===== src/rtl/mpd_cfg_status.sv =====
// Configuration status tracker: DONE/LOADING FSM, heartbeat LED and stretched receive LED.
// Define MPD_CFG_STATUS_WDT_EN to add the LOADING inactivity watchdog and the ERROR state.
module mpd_cfg_status #(
  parameter int PRESCALE_W    = 20,
  parameter int MATCH_CYCLES  = 16,
  parameter int RXLED_STRETCH = 65535,
  parameter int WDT_TICKS     = 64
) (
  input  logic       CLK,
  input  logic       resetn,
  input  logic       magic_match,
  input  logic       done_override,
  input  logic       rx_active,
  input  logic       rx_pulse,
  output logic       fabric_done,
  output logic       heart_led,
  output logic       rxled_o,
  output logic [1:0] state_o
);

  typedef enum logic [1:0] {
    ST_IDLE    = 2'd0,
    ST_LOADING = 2'd1,
    ST_DONE    = 2'd2,
    ST_ERROR   = 2'd3
  } state_t;

  localparam logic [7:0]  MATCH_LAST = 8'(MATCH_CYCLES - 1);
  localparam logic [15:0] STRETCH_LD = 16'(RXLED_STRETCH);

  if (MATCH_CYCLES < 1 || MATCH_CYCLES > 255) begin : g_bad_match
    $error("mpd_cfg_status: MATCH_CYCLES must be 1..255");
  end
  if (RXLED_STRETCH < 1 || RXLED_STRETCH > 65535) begin : g_bad_stretch
    $error("mpd_cfg_status: RXLED_STRETCH must be 1..65535");
  end
  if (WDT_TICKS < 1 || WDT_TICKS > 255) begin : g_bad_wdt
    $error("mpd_cfg_status: WDT_TICKS must be 1..255");
  end

  state_t                state, state_nx;
  logic                  match_q1, match_s;
  logic                  ovr_q1, ovr_s;
  logic                  rx_d;
  logic [PRESCALE_W-1:0] prescaler;
  logic [2:0]            phase;
  logic [7:0]            match_cnt;
  logic [15:0]           stretch_cnt;
  logic                  tick, rx_rise, done_cond, wdt_expired, heart_nx;

  assign tick      = &prescaler;
  assign rx_rise   = rx_active & ~rx_d;
  assign done_cond = ovr_s | (match_s & (match_cnt == MATCH_LAST));
  assign state_o   = state;

  // Synchronizers, edge detect and free-running counters run in every state.
  always_ff @(posedge CLK or negedge resetn) begin
    if (!resetn) begin
      match_q1    <= 1'b0;
      match_s     <= 1'b0;
      ovr_q1      <= 1'b0;
      ovr_s       <= 1'b0;
      rx_d        <= 1'b0;
      prescaler   <= '0;
      phase       <= '0;
      match_cnt   <= '0;
      stretch_cnt <= '0;
    end else begin
      match_q1  <= magic_match;
      match_s   <= match_q1;
      ovr_q1    <= done_override;
      ovr_s     <= ovr_q1;
      rx_d      <= rx_active;
      prescaler <= prescaler + 1'b1;
      if (tick) phase <= phase + 3'd1;
      if (!match_s)                 match_cnt <= '0;
      else if (match_cnt != MATCH_LAST) match_cnt <= match_cnt + 8'd1;
      // A new strobe restarts the stretch rather than extending it.
      if (rx_pulse)                 stretch_cnt <= STRETCH_LD;
      else if (stretch_cnt != '0)   stretch_cnt <= stretch_cnt - 16'd1;
    end
  end

`ifdef MPD_CFG_STATUS_WDT_EN
  localparam logic [7:0] WDT_LIM = 8'(WDT_TICKS);
  logic [7:0] wdt_cnt;

  always_ff @(posedge CLK or negedge resetn) begin
    if (!resetn)                                 wdt_cnt <= '0;
    else if (state != ST_LOADING || rx_active)   wdt_cnt <= '0;
    else if (tick && wdt_cnt != WDT_LIM)         wdt_cnt <= wdt_cnt + 8'd1;
  end

  assign wdt_expired = (wdt_cnt == WDT_LIM);
`else
  assign wdt_expired = 1'b0;
`endif

  always_ff @(posedge CLK or negedge resetn) begin
    if (!resetn) state <= ST_IDLE;
    else         state <= state_nx;
  end

  always_comb begin
    state_nx = state;
    case (state)
      ST_IDLE: begin
        if (done_cond)      state_nx = ST_DONE;
        else if (rx_active) state_nx = ST_LOADING;
      end
      ST_LOADING: begin
        if (done_cond)        state_nx = ST_DONE;
        else if (wdt_expired) state_nx = ST_ERROR;
      end
      ST_DONE: begin
        // Override pins DONE; otherwise a new load or loss of match leaves it.
        if (!ovr_s && (rx_rise || !match_s)) state_nx = ST_LOADING;
      end
      ST_ERROR: begin
        if (done_cond)    state_nx = ST_DONE;
        else if (rx_rise) state_nx = ST_LOADING;
      end
    endcase
  end

  always_comb begin
    heart_nx = 1'b0;
    case (state)
      ST_IDLE:    heart_nx = (phase == 3'd0);
      ST_LOADING: heart_nx = phase[0];
      ST_DONE:    heart_nx = phase[2];
      ST_ERROR:   heart_nx = prescaler[PRESCALE_W-1];
    endcase
  end

  always_ff @(posedge CLK or negedge resetn) begin
    if (!resetn) begin
      fabric_done <= 1'b0;
      heart_led   <= 1'b0;
      rxled_o     <= 1'b0;
    end else begin
      fabric_done <= (state_nx == ST_DONE);
      heart_led   <= heart_nx;
      rxled_o     <= (stretch_cnt != '0);
    end
  end

endmodule


===== config.mk =====
export PLATFORM = sky130hd
export DESIGN_NAME = mpd_cfg_status
export DESIGN_NICKNAME = d
export VERILOG_FILES = /design/src/rtl/mpd_cfg_status.sv
export SDC_FILE = /design/constraint.sdc
export NUM_CORES = 1
export LEC_CHECK = 0
export ABC_AREA = 1
export ABC_CLOCK_PERIOD_IN_PS = 1500
export CELL_PAD_IN_SITES_DETAIL_PLACEMENT = 1
export CELL_PAD_IN_SITES_GLOBAL_PLACEMENT = 2
export CORE_ASPECT_RATIO = 0.5
export CORE_MARGIN = 2
export CORE_UTILIZATION = 35
export CTS_BUF_LIST = sky130_fd_sc_hd__clkbuf_8
export DETAILED_ROUTE_END_ITERATION = 7
export PLACE_DENSITY = 0.77
export SETUP_SLACK_MARGIN = 0.3
export SKIP_LAST_GASP = 1
export SYNTH_ARGS = -nofsm -noshare
export SYNTH_HDL_FRONTEND = slang
export SYNTH_SLANG_ARGS = --single-unit

===== constraint.sdc =====
create_clock -name CLK -period 1.5 [get_ports CLK]
set_input_delay 0.3 -clock CLK [delete_from_list [all_inputs] [get_ports CLK]]
set_output_delay 0.3 -clock CLK [all_outputs]
set_load 0.03 [all_outputs]

* Word level (Yosys, flattened, before mapping)
Cells that the tools add are included.
** Word-level totals
- Register bits :: 57
- Output and inout bits :: 5
- Logic and storage cells :: 49
** Operators by class
- Add/subtract/negate cells :: 4
- Equality and inequality tests :: 7
- Muxes and demuxes :: 12
- Bitwise logic cells :: 4
- Reductions and logical operators :: 9
** Operators with widths (number)
- $mux 16 :: 2
- $add 20x1->20 const B :: 1
- $reduce_and 20->1 :: 1
- $mux 8 :: 2
- $reduce_bool 16->1 :: 1
- $sub 16x1->16 const B :: 1
- $mux 2 :: 6
- $add 8x1->8 const B :: 1
- $eq 8x4->1 const B :: 1
- $ne 8x4->1 const B :: 1
- $pmux 2 s4 :: 1
- $eq 2x2->1 const B :: 3
- $pmux 1 s4 :: 1
- $add 3x1->3 const B :: 1
- $logic_not 3->1 :: 1
- $and 1x1->1 :: 2
- $eq 2x1->1 const B :: 1
- $logic_not 1->1 :: 2
- $logic_not 2->1 :: 1
- $ne 2x1->1 const B :: 1
- $reduce_bool 2->1 :: 1
- $logic_and 1x1->1 :: 1
- $logic_or 1x1->1 :: 1
- $not 1->1 :: 1
- $or 1x1->1 :: 1

* Logic depth before layout (Yosys ltp)
- Depth after elaboration :: 7
- Mapped depth :: 9
- Mapped depth without buffers :: 9

* Worst setup path after synthesis
Ideal clock, no wire load.
- Kind :: register to register
- From :: register prescaler[0]
- To :: register phase[2]
- Setup time :: 122 ps
- Arrival time :: 1250 ps
- Slack :: 128 ps
- Stages on the path, launching flop included :: 9
- Path buffers :: 0
- Clock period less this slack :: 1372 ps
- Cells stage by stage :: dfrtp_1 -> ha_1 -> nand3_2 -> nor2_4 -> nand2_4 -> nor2_8 -> nand2_4 -> nand2_1 -> o21ai_2
** Between the ends
- Word-level cells in the longest chain between the ends :: 1
** RTL lines
- from (decl) :: line 45 : logic [PRESCALE_W-1:0] prescaler;
- from (signal assigned) :: line 74 : prescaler <= prescaler + 1'b1;
- $reduce_and 20->1 :: line 51 : assign tick = &prescaler;
- to (signal assigned) :: line 75 : if (tick) phase <= phase + 3'd1;
- to (decl) :: line 46 : logic [2:0] phase;
Every way passes these cells.
A chain may end at the register's enable or synchronous reset.

* Worst setup path after layout
- From :: register stretch_cnt[2]
- To :: register stretch_cnt[9]
** Between the ends
- Word-level cells in the longest chain between the ends :: 3
- Elaborated cells between the ends (all ways) :: 5
- Classes of those cells :: add/sub (1); mux (2); reduce/logical (2)
** RTL lines
- from (decl) :: line 48 : logic [15:0] stretch_cnt;
- from (signal assigned) :: line 80 : else if (stretch_cnt != '0) stretch_cnt <= stretch_cnt - 16'd1;
- $sub 16x1->16 :: line 80
- $mux 16 :: line 80
- $mux 16 :: line 79 : if (rx_pulse) stretch_cnt <= STRETCH_LD;
Several ways; a longest one is shown, not always the timed one. The select of a mux whose other input is x is not followed.

==> summary.md <==
| Metric | Value |
|---|---|
| Mapped Nets | `roughly 370` |
| Yosys warns | `0` |
| Min Tclk post-route | `1407 ps` |
| Worst-Skew Late Latency | `between 300 and 400 ps` |
| Crit-path max FO | `5` |
| Vias in the first global route | `2816` |
| Total CTS buffers | `9` |
| Setup CP Type | `reg2reg` |
| Mapped Avg Cell Area | `8.265 um2` |
| Peak Freq | `710.9 MHz` |
| Period utilization | `93.78%` |
| Fin nets | `437` |
| H-tree levels | `3` |
| Buffers on Ports | `10` |
| Cell Int Power | `2.774 mW` |
| DR vias | `2610` |
| Post-synthesis register bit count | `57` |
| DRC | `0` |
| Max-cap violation count | `0` |
| Netlist cell types | `33` |
| Worst-path clk slew | `70 ps` |
| Area growth, synth to finish | `40.92%` |
| Die Ht | `69.20 um` |
| Gate Count Post-Synth | `360` |
| Worst Hold Slack | `approximately 350 ps` |
| Gr usage total | `approximately 19%` |
| Post-Route WL | `8165 um` |
| Die W | `134.4 um` |
| Hpwl dp | `between 5000 and 6000 um` |
| Comb power frac | `between 10% and 20%` |
| Avg Vias per Cell | `4.815` |
| Full die area | `9299 um2` |
| Largest net degree at the start of global routing | `a little under 60` |
| Crit. End Element | `flop` |
| First-pass GRT wire length | `13460 um` |
| First-pass iteration count of the detailed router | `4` |
| WL per Instance | `15.06 um` |
| DP Area | `approximately 3400 um2` |
| Antenna Violating Nets Remaining | `0` |
| Leakage | `1.975 nW` |
| Power Dens Cells | `just over 900 nW/um2` |
| Sw power | `roughly 1.1 mW` |
| RSZ-0062 raised after global routing | `yes` |
| Clk root buf | `clkbuf_8` |
| CTS tree | `built` |
| Max Clock Skew | `9.242 ps` |
| Cell area after layout | `roughly 4200 um2` |
| GRT overflow | `0` |
| IO Pins | `11` |
| Total core area | `8115 um2` |
| Final hold vios | `0` |
| Initial antenna violation count | `0` |
| ANT cells | `0` |
| Crit path DAT | `1690 ps` |
| Clock power share | `between 40% and 50%` |
| Fin cells | `542` |
| Placed Instances | `489` |
| Sequential share of power | `43.2%` |
| Clock Sinks | `57` |
| Register area | `1434 um2` |
| VDD IR max | `0.0004086 V` |
| Slew headroom | `77.37%` |
| Status | `finished clean` |
| Sw Ratio | `28.07%` |
| Starting density of the core | `around 37%` |
| Fill count | `934` |
| Sequential share of the synthesized area | `around 48%` |
| Fraction of layout instances using a drive strength above 1 | `40.23%` |
| Critical Path Start Type | `flop` |
| Std-Cell Rows | `23` |
| Clock tree buffer depth | `2` |
| Mapped cell area | `2975 um2` |
| Area of the multi-input gates | `approximately 1700 um2` |
| Routability cong. | `roughly 0.78` |
| Worst EP required | `between 1500 and 2000 ps` |
| Setup violators final | `0` |
| Final slew viol count | `0` |
| First DRT Iteration DRCs | `95` |
| Hold WC Path Type | `reg2reg` |
| Worst Max-Slew Pin Slew | `337.6 ps` |
[layout by cell type, fill, tap and decap left out, types with 3 or more instances in the layout]
master and n:
ha_4 4, inv_1 41, inv_2 11, xor2_1 12, nand2_2 17, buf_4 37, nand3_4 3, nand2_4 9
nor2_1 20, nand4_1 8, o21ai_2 3, clkinv_2 3, o21ai_0 5, clkdlybuf4s50_1 4, dfrtp_2 6, nor2_4 16
buf_6 11, clkbuf_8 9, a21oi_2 5, nor2_2 12, nand2_1 69, nor3_2 6, dfrtp_1 51, nand3_2 8
nand3_1 25, xnor2_1 5, o21ai_1 7
[flip-flops by register name, summed over array words and instances, names as in the netlist, 2 cells and up]
signal / flops
match_cnt: 8
phase: 3
stretch_cnt: 16
prescaler: 20
state_o: 2
[per-stage QoR]
step                      util, %  setup slack, ps  power (mW)  TNS, ps
after detailed placement    41.32           -85.89       2.186   -166.2
final                       51.67            93.35       3.857        0
after CTS                   48.75            92.65       3.830        0
after floorplan                 -            130.2       1.936        0
after global routing        51.67            35.59       4.028        0
after global placement      41.32            30.20       2.158        0
[final cells by class]
type / instances / area share [%]
sequential: 57 / 34.20
clock buffer: 9 / 2.954
multi-input combinational: 250 / 41.03
clock inverter: 7 / 2.059
tap: 112 / 3.342
timing repair buffer: 56 / 11.85
inverter: 51 / 4.566
[logic make-up after synthesis]
| family | after synthesis | synth area share [%] |
|---|---|---|
| AND/OR/NAND/NOR | 201 | 32.76 |
| buffers and inverters | 53 | 6.812 |
| XOR/XNOR | 17 | 5.004 |
| adder cells (fa/ha/maj) | 6 | 2.523 |
| AO/OA/AOI/OAI | 26 | 4.962 |
| flip-flops | 57 | 47.94 |
[worst paths after layout]
check                                 endpoint           start  cells after the start  slack [ps]
worst max-delay path            stretch_cnt[9]  stretch_cnt[2]                      7          90
min in group asynchronous       stretch_cnt[9]          resetn                      3         480
worst max register to register  stretch_cnt[9]  stretch_cnt[2]                      7          90
max in group asynchronous       stretch_cnt[5]          resetn                      3         720
worst min register to register           ovr_s          ovr_q1                      0         350
worst min-delay path                     ovr_s          ovr_q1                      0         350
[routing by layer]
metal | up-vias | track usage, % | share of wire (%)
met5 | - | 0 | 0
met4 | 0 | 5.029 | 1.8
met3 | 13 | 5.994 | 2.1
met2 | 19 | 33.73 | 52
met1 | 1309 | 21.11 | 44
li1 | 1269 | - | -
[power by group through the flow]
| stage | combinational (mW) | sequential, mW | clock [mW] |
|---|---|---|---|
| after CTS | 0.550 | 1.65 | 1.63 |
| after detailed placement | 0.509 | 1.68 | 0 |
| after global placement | 0.481 | 1.68 | 0 |
| after global routing | 0.660 | 1.67 | 1.69 |
| after floorplan | 0.153 | 1.78 | 0 |
| final | 0.603 | 1.67 | 1.59 |
[timing repair]
item | in CTS | in global routing
pin swaps | 24 | 26
resized for setup | 75 | 56
hold buffers | 1 | 0
hold endpoints to repair | 57 | 0
endpoints found under the setup margin | 44 | 52
buffers inserted | 26 | 10
[cells in the mapped netlist (all sizes together)]
| master | instances | share of area [%] |
|---|---|---|
| nand3 | 36 | 6.2 |
| buf | 1 | 0.25 |
| o21a | 1 | 0.25 |
| nand4 | 8 | 1.7 |
| a21oi | 7 | 1.2 |
| nor4 | 1 | 0.21 |
| clkbuf | 1 | 0.13 |
| a21boi | 1 | 0.25 |
| nor2 | 49 | 8.2 |
| xnor2 | 5 | 1.5 |
| nand2 | 95 | 13 |
| a31oi | 1 | 0.21 |
| or2 | 2 | 0.42 |
| dfrtp | 57 | 48 |
| ha | 6 | 2.5 |
| inv | 51 | 6.4 |
| xor2 | 12 | 3.5 |
| o2111ai | 1 | 0.29 |
| o21ai | 15 | 2.8 |
| nor3 | 8 | 2.4 |
| nand3b | 2 | 0.50 |
[worst max-delay path: stages, from the launching register on]
cell	delay (ps)
dfrtp_2	440
nor2_2	180
nand2_4	90
nor2_4	190
buf_4	140
buf_4	90
nand4_1	120
nand3_1	90
Power figures use the tool's default switching activity.
